<file path="src/rtl/arb_pkg.sv">
// Shared definitions for the four-requester round-robin arbiter.
package arb_pkg;

    localparam int NUM_REQ = 4;
    localparam int IDX_W   = 2;

    typedef enum logic [1:0] {
        IDLE  = 2'b00,
        GRANT = 2'b01,
        GAP   = 2'b10
    } arb_state_t;

endpackage : arb_pkg

</file>
<file path="src/rtl/rr_pick4.sv">
// Rotating-priority pick: first set request scanning ptr, ptr+1, ... mod 4.
module rr_pick4
    import arb_pkg::*;
(
    input  logic [NUM_REQ-1:0] req,
    input  logic [IDX_W-1:0]   ptr,
    output logic [IDX_W-1:0]   idx,
    output logic               any
);

    logic [2*NUM_REQ-1:0] dbl_s;
    logic [NUM_REQ-1:0]   rot_s;
    logic [IDX_W-1:0]     off_s;

    assign dbl_s = {req, req};
    assign rot_s = dbl_s[ptr +: NUM_REQ];   // rot_s[0] is req[ptr]
    assign any   = |req;
    assign idx   = ptr + off_s;             // 2-bit wrap gives the modulo

    // Priority-encode the rotated vector: lowest set bit is the winner offset.
    always_comb begin
        off_s = 2'd0;
        casez (rot_s)
            4'b???1: off_s = 2'd0;
            4'b??10: off_s = 2'd1;
            4'b?100: off_s = 2'd2;
            4'b1000: off_s = 2'd3;
            default: off_s = 2'd0;
        endcase
    end

endmodule : rr_pick4

</file>
<file path="src/rtl/rr_arbiter4.sv">
// Four-requester round-robin arbiter with grant hold, timeout-forced release
// and a one-cycle break-before-make gap. All outputs are registered.
// Optional macro ARB_LOCK_EN adds a lock input that suppresses forced release.
module rr_arbiter4
    import arb_pkg::*;
#(
    parameter  int HOLD_MAX = 16,
    localparam int CNT_W    = $clog2(HOLD_MAX)
) (
    input  logic               clk,
    input  logic               reset,
    input  logic [NUM_REQ-1:0] req,
`ifdef ARB_LOCK_EN
    input  logic               lock,
`endif
    output logic [IDX_W-1:0]   grant_idx,
    output logic               grant_valid,
    output logic               timeout
);

    arb_state_t        state_r, state_nxt_s;
    logic [CNT_W-1:0]  hold_cnt_r, hold_cnt_nxt_s;
    logic [IDX_W-1:0]  ptr_r, ptr_nxt_s;
    logic [IDX_W-1:0]  idx_nxt_s;
    logic              valid_nxt_s;
    logic              timeout_nxt_s;

    logic [IDX_W-1:0]  pick_idx_s;
    logic              pick_any_s;
    logic              owner_req_s;
    logic              at_max_s;
    logic              lock_s;

`ifdef ARB_LOCK_EN
    assign lock_s = lock;
`else
    assign lock_s = 1'b0;
`endif

    assign owner_req_s = req[grant_idx];
    assign at_max_s    = (hold_cnt_r == CNT_W'(HOLD_MAX - 1));

    rr_pick4 u_pick (
        .req (req),
        .ptr (ptr_r),
        .idx (pick_idx_s),
        .any (pick_any_s)
    );

    // State and output registers; reset also aborts a live grant without a gap.
    always_ff @(posedge clk) begin
        if (reset) begin
            state_r     <= IDLE;
            hold_cnt_r  <= '0;
            ptr_r       <= 2'b00;
            grant_idx   <= 2'b00;
            grant_valid <= 1'b0;
            timeout     <= 1'b0;
        end else begin
            state_r     <= state_nxt_s;
            hold_cnt_r  <= hold_cnt_nxt_s;
            ptr_r       <= ptr_nxt_s;
            grant_idx   <= idx_nxt_s;
            grant_valid <= valid_nxt_s;
            timeout     <= timeout_nxt_s;
        end
    end

    // Next-state: owner drop or unlocked hold expiry both leave through GAP.
    always_comb begin
        state_nxt_s = state_r;
        case (state_r)
            IDLE: begin
                if (pick_any_s) state_nxt_s = GRANT;
                else            state_nxt_s = IDLE;
            end
            GRANT: begin
                if (!owner_req_s || (at_max_s && !lock_s)) state_nxt_s = GAP;
                else                                       state_nxt_s = GRANT;
            end
            GAP:     state_nxt_s = IDLE;
            default: state_nxt_s = IDLE;
        endcase
    end

    // Next values of registered outputs, hold counter and rotation pointer.
    always_comb begin
        hold_cnt_nxt_s = hold_cnt_r;
        ptr_nxt_s      = ptr_r;
        idx_nxt_s      = grant_idx;
        valid_nxt_s    = grant_valid;
        timeout_nxt_s  = 1'b0;
        case (state_r)
            IDLE: begin
                if (pick_any_s) begin
                    idx_nxt_s      = pick_idx_s;
                    valid_nxt_s    = 1'b1;
                    hold_cnt_nxt_s = '0;
                end else begin
                    valid_nxt_s    = 1'b0;
                end
            end
            GRANT: begin
                if (!owner_req_s) begin
                    // A drop wins over a coincident expiry: no timeout pulse.
                    valid_nxt_s = 1'b0;
                    ptr_nxt_s   = grant_idx + 2'd1;
                end else if (at_max_s && !lock_s) begin
                    valid_nxt_s   = 1'b0;
                    ptr_nxt_s     = grant_idx + 2'd1;
                    timeout_nxt_s = 1'b1;
                end else if (!at_max_s) begin
                    hold_cnt_nxt_s = hold_cnt_r + CNT_W'(1);
                end else begin
                    // Locked at the limit: counter saturates, grant persists.
                    hold_cnt_nxt_s = hold_cnt_r;
                end
            end
            GAP: begin
                valid_nxt_s = 1'b0;
            end
            default: begin
                valid_nxt_s = 1'b0;
            end
        endcase
    end

endmodule : rr_arbiter4

</file>
<file path="config.mk">
export PLATFORM = sky130hd
export DESIGN_NAME = rr_arbiter4
export DESIGN_NICKNAME = d
export VERILOG_FILES = /design/src/rtl/arb_pkg.sv /design/src/rtl/rr_pick4.sv /design/src/rtl/rr_arbiter4.sv
export SDC_FILE = /design/constraint.sdc
export NUM_CORES = 1
export LEC_CHECK = 0
export BUFFER_PORTS_ARGS = -buffer_cell sky130_fd_sc_hd__buf_2
export CORE_AREA = 5 5 42 44
export DETAILED_ROUTE_END_ITERATION = 8
export DIE_AREA = 0 0 47 49
export PLACE_DENSITY = 0.84
export SLEW_MARGIN = 20
export SYNTH_ARGS = -nofsm -noshare
export SYNTH_HDL_FRONTEND = slang
export SYNTH_SLANG_ARGS = --single-unit
</file>
<file path="constraint.sdc">
create_clock -name clk -period 3.46 [get_ports clk]
set_input_delay 0.173 -clock clk [delete_from_list [all_inputs] [get_ports clk]]
set_output_delay 0.173 -clock clk [all_outputs]
set_load 0.01 [all_outputs]
</file>
# Yosys cells after proc, flatten, opt, wreduce, memory -nomap -nowiden

Index checks and enable logic that the tools add are counted.

Bits of input ports: 6
Output and inout bits: 4
Register bits after elaboration: 12

Bitwise operators: 2
Equal/unequal tests: 10
Reduce and logical (&&, ||, !) cells: 9
Order comparisons: 1
Mux-type cells: 17
Shift-type cells: 1
$add $sub $neg: 3

Operators by type and width:

| kind                  | number |
|---|---|
| $mux W4               | 3 |
| $eq A4 B4 Y1 const B  | 2 |
| $pmux W4 S2           | 1 |
| $shiftx A8 B3 Y4      | 1 |
| $mux W1               | 6 |
| $mux W2               | 3 |
| $ne A2 B2 Y1 const B  | 3 |
| $pmux W2 S3           | 1 |
| $add A4 B1 Y4 const B | 1 |
| $pmux W2 S2           | 1 |
| $reduce_and A2 Y1     | 2 |
| $reduce_and A4 Y1     | 1 |
| $reduce_or A4 Y1      | 1 |
| $eq A3 B3 Y1 const B  | 1 |
| $lt A2 B3 Y1 const B  | 1 |
| $ne A3 B3 Y1 const B  | 1 |
| $reduce_or A3 Y1      | 1 |
| $add A2 B1 Y2 const B | 1 |
| $add A2 B2 Y2         | 1 |
| $bmux W1 S2           | 1 |
| $eq A2 B1 Y1 const B  | 1 |
| $eq A2 B2 Y1 const B  | 1 |
| $logic_not A2 Y1      | 1 |
| $ne A2 B1 Y1 const B  | 1 |
| other kinds (5)       | 6 |

# Depth between registers and ports, before layout

Depth in word-level cells: 6
Mapped depth: 8
Mapped depth without buffers: 7

# Modules after synthesis

From an unflattened synthesis, not the netlist that was laid out.

Cells, all modules: 93
Area, all modules: 809.5 um2

Modules (own cells, without submodules):

| module      | cells each | area an instance (um2) | instances | seq. area each (um2) |
|---|---|---|---|---|
| rr_arbiter4 | 67         | 615.6                  | 1         | 240.2 |
| rr_pick4    | 26         | 193.9                  | 1         | 0.0 |

# Worst setup path before layout

Ideal clock, no wire load.

Path kind: reg2reg
From: register ptr_r[0]
To: register grant_idx[1]
Path buffers: 1
Stages on the path, launching flop included: 7
Period minus slack after synthesis: 1.737 ns
Path slack: 1.723 ns
Data required time: 3.369 ns
Arrival: 1.646 ns
Cell sequence: dfxtp_1 -> buf_2 -> or4_2 -> o2111ai_1 -> ha_1 -> o21ai_0 -> a311oi_1

Longest elaborated chain between the ends: 4
Elaborated cells on any way between the ends: 6

Ends and longest elaborated chain:

| what                                       | line              | RTL |
|---|---|---|
| from (decl)                                | rr_arbiter4.sv:23 | `logic [IDX_W-1:0] ptr_r, ptr_nxt_s;` |
| from (signal assigned)                     | rr_arbiter4.sv:62 | `ptr_r <= ptr_nxt_s;` |
| $shiftx A8 B3 Y4                           | rr_pick4.sv:16    | `assign rot_s = dbl_s[ptr +: NUM_REQ];` |
| $eq A4 B4 Y1, or another cell as far along | rr_pick4.sv:23    | `casez (rot_s)` |
| $pmux W2 S3                                | rr_pick4.sv:23    |  |
| $add A2 B2 Y2 *                            | rr_pick4.sv:18    | `assign idx = ptr + off_s;` |
| to (signal assigned)                       | rr_arbiter4.sv:63 | `grant_idx <= idx_nxt_s;` |
| to (decl)                                  | rr_arbiter4.sv:16 | `output logic [IDX_W-1:0] grant_idx,` |

Every way passes the cells marked *; elsewhere a longest branch is shown, timed or not.
A chain may end at the register's enable or synchronous reset.

# Worst setup path in the final report

Same ends and word-level chain as after synthesis.

==> flow_metrics.py <==
metrics = {
    "status": {
        "status": "completed",
    },
    "clocking": {
        "cts_setup_buffers": 0,
        "htree_levels": 1,
        "clockBufferDepth": 2,
        "cts-root-buf": "clkbuf_4",
        "clk_pin_slew_ns": 0.07,
        "cts_tree": "done",
        "cts_hold_buffers": 0,
        "insertion_delay_ns": 0.27,
        "cts-resized-gates": 0,
        "cts.sinks": 12,
        "cts_buffers": 3,
    },
    "global_routing": {
        "grt_overflow": 0,
        "grt_usage_pct": 12.6,
        "grt_pass1_vias": 507,
        "antenna_found_initial": 0,
        "grt_pass1_wl_mm": 2.17,
        "grt_start_max_net_pins": 11,
    },
    "timing": {
        "finClkSkew_ns": 0.00102,
        "relSlewSlack_pct": 67.0,
        "hold_viol_final": 0,
        "hold_ws_ns": 0.190,
        "fin_crit_sh_pct": 51.5,
        "fin_ws_ns": 1.68,
        "rsz0062_at_grt": "no",
        "tns_ns": 0,
        "setup_violations": 0,
        "worstMarginPinSlew_ns": 0.492,
        "post-route-min-period_ns": 1.78,
        "slew_violations": 0,
        "fmax_mhz": 562,
    },
    "yosys": {
        "synth_edf_count": 0,
        "synth.distinct_cells": 36,
        "synth_ff_type": "dfxtp_1",
        "synth_top_area_share_pct": 34.8,
        "synth_warnings": 0,
        "yosysSeqAreaShare_pct": 34.8,
        "synth_top_cells_by_count": "dfxtp_1 (12), nor2_1 (12), a21oi_1 (5), nand2_1 (5), a211oi_1 (4)",
        "synth_nets": 87,
        "synthCells": 79,
        "synth.avg_cell_area_um2": 8.74,
        "synth-seq-cells": 12,
        "synthArstFlopShare_pct": 0,
        "synth_area_leader_cell": "dfxtp_1",
        "synth_area_um2": 691,
        "synth_area_leaders": "dfxtp_1 (35%), nor2_1 (6.5%), a211oi_1 (4.3%), a21oi_1 (3.6%), ha_1 (3.6%)",
    },
    "setup_path": {
        "path_class": "flip-flop to flip-flop",
        "worstPathArrival_ns": 1.97,
        "required_ns": 3.65,
        "setup.worst_path.end_class": "flip-flop",
        "startpoint_type": "flip-flop",
        "worst-path-max-fanout": 10,
    },
    "final_layout": {
        "drive_above_1_share_pct": 22.5,
        "final_cell_area_um2": 768,
        "final_nets": 98,
        "fin_cells": 105,
        "post-route-util_pct": 54.8,
        "n_antenna_cell": 0,
        "syn_to_final_growth_pct": 11.2,
    },
    "drt": {
        "wl_per_cell_um": 12.1,
        "vias": 602,
        "ant_nets": 0,
        "drtIter0Drc": 5,
        "drtPass1Iterations": 3,
        "vias_per_cell": 5.73,
        "wl_mm": 1.27,
        "drcViolationCount": 0,
    },
    "pwr": {
        "leakage_nw": 0.314,
        "p_total_uw": 382,
        "powerDensity_nw_per_um2": 497,
        "ir_drop_v": 0.000336,
    },
    "floorplanning": {
        "io-pin-count": 10,
        "fp.dieW_um": 47,
        "die_h_um": 49,
        "initial_core_util_pct": 49.3,
        "core_area_um2": 1400,
        "placementRows": 14,
        "die-area_um2": 2300,
    },
    "place": {
        "pre_cts_ws_ns": 1.68,
        "dp_hpwl_um": 969,
        "place_area_um2": 732,
        "placed_cells": 101,
        "port_buffers": 9,
        "place_congestion": 0.856,
    },
    "job": {
        "max_cap_viol_count": 0,
    },
    "hold_path": {
        "min_path_type": "primary input to flip-flop",
    },
}
per-layer routing:
| layer | share of wire [%] | global-route usage (%) | up-vias |
|---|---|---|---|
| met2 | 47 | 19.9 | 8 |
| met1 | 47 | 16.2 | 274 |
| met5 | 0 | 0 | - |
| li1 | - | - | 318 |
| met4 | 0.87 | 1.38 | 0 |
| met3 | 4.8 | 5.54 | 2 |
flip-flops by register name (all words and copies together), names as in the netlist:
name         cells
grant_valid      1
state_r          2
ptr_r            2
timeout          1
grant_idx        2
hold_cnt_r       4
power by group:
group          switching, mW  total [mW]  leakage (nW)  internal (mW)
Clock                 0.0455       0.109        0.0210         0.0639
Sequential            0.0187       0.171        0.0982          0.152
Combinational         0.0534       0.102         0.195         0.0482
Total                  0.118       0.382         0.314          0.264
cells in the final DEF (no fill, tap or decap):
cell type / instances
o22ai_1: 1
o21bai_1: 2
o21ai_0: 1
ha_1: 2
buf_2: 9
nor4_1: 1
and3_1: 1
a21bo_2: 1
or3_1: 1
dfxtp_1: 12
a21o_1: 1
or2_2: 2
a211oi_1: 4
xor2_1: 2
clkbuf_4: 3
nand4_1: 2
a221oi_1: 2
a21oi_4: 1
a211o_1: 1
o2111ai_1: 1
or4_2: 1
xnor2_1: 2
o211ai_1: 1
nor2_1: 12
nand3_1: 3
inv_1: 1
nor2b_1: 1
a21oi_1: 5
and3_2: 1
and3b_1: 1
nand2_1: 5
mux4_2: 1
a311oi_1: 1
clkbuf_8: 1
nand2b_1: 2
or2b_1: 1
worst max-delay path, stage by stage, from the launching register on:
cell       delay, ns
dfxtp_1         0.39
or4_2           0.69
o2111ai_1       0.10
ha_1            0.19
o21ai_0         0.08
a311oi_1        0.25
kinds of logic (layout without fill, tap and decap cells):
kind of cell             Yosys count  after routing  share of synthesized area (%)
buffers and inverters              4             14                           3.98
AO/OA/AOI/OAI                     22             22                           24.1
flip-flops                        12             12                           34.8
multiplexers                       1              1                           3.26
adder cells (fa/ha/maj)            2              2                           3.62
AND/OR/NAND/NOR                   34             34                           25.2
XOR/XNOR                           4              4                           5.07
area by class of cell:
cell class | instances | area [um2]
multi-input cells | 63 | 423
inverters | 1 | 3.75
well taps | 16 | 20.0
fillers | 134 | 633
flip-flops and latches | 12 | 240
clock buffers | 4 | 36.3
repair buffers | 9 | 45.0
worst paths after layout:
check | from | to | slack (ns) | cells past startpoint
worst max-delay path | ptr_r[0] | grant_idx[1] | 1.68 | 5
worst min register to register | hold_cnt_r[1] | hold_cnt_r[1] | 0.49 | 2
worst max register to register | ptr_r[0] | grant_idx[1] | 1.68 | 5
worst min-delay path | reset | grant_idx[0] | 0.19 | 2
Power figures use the tool's default switching activity.
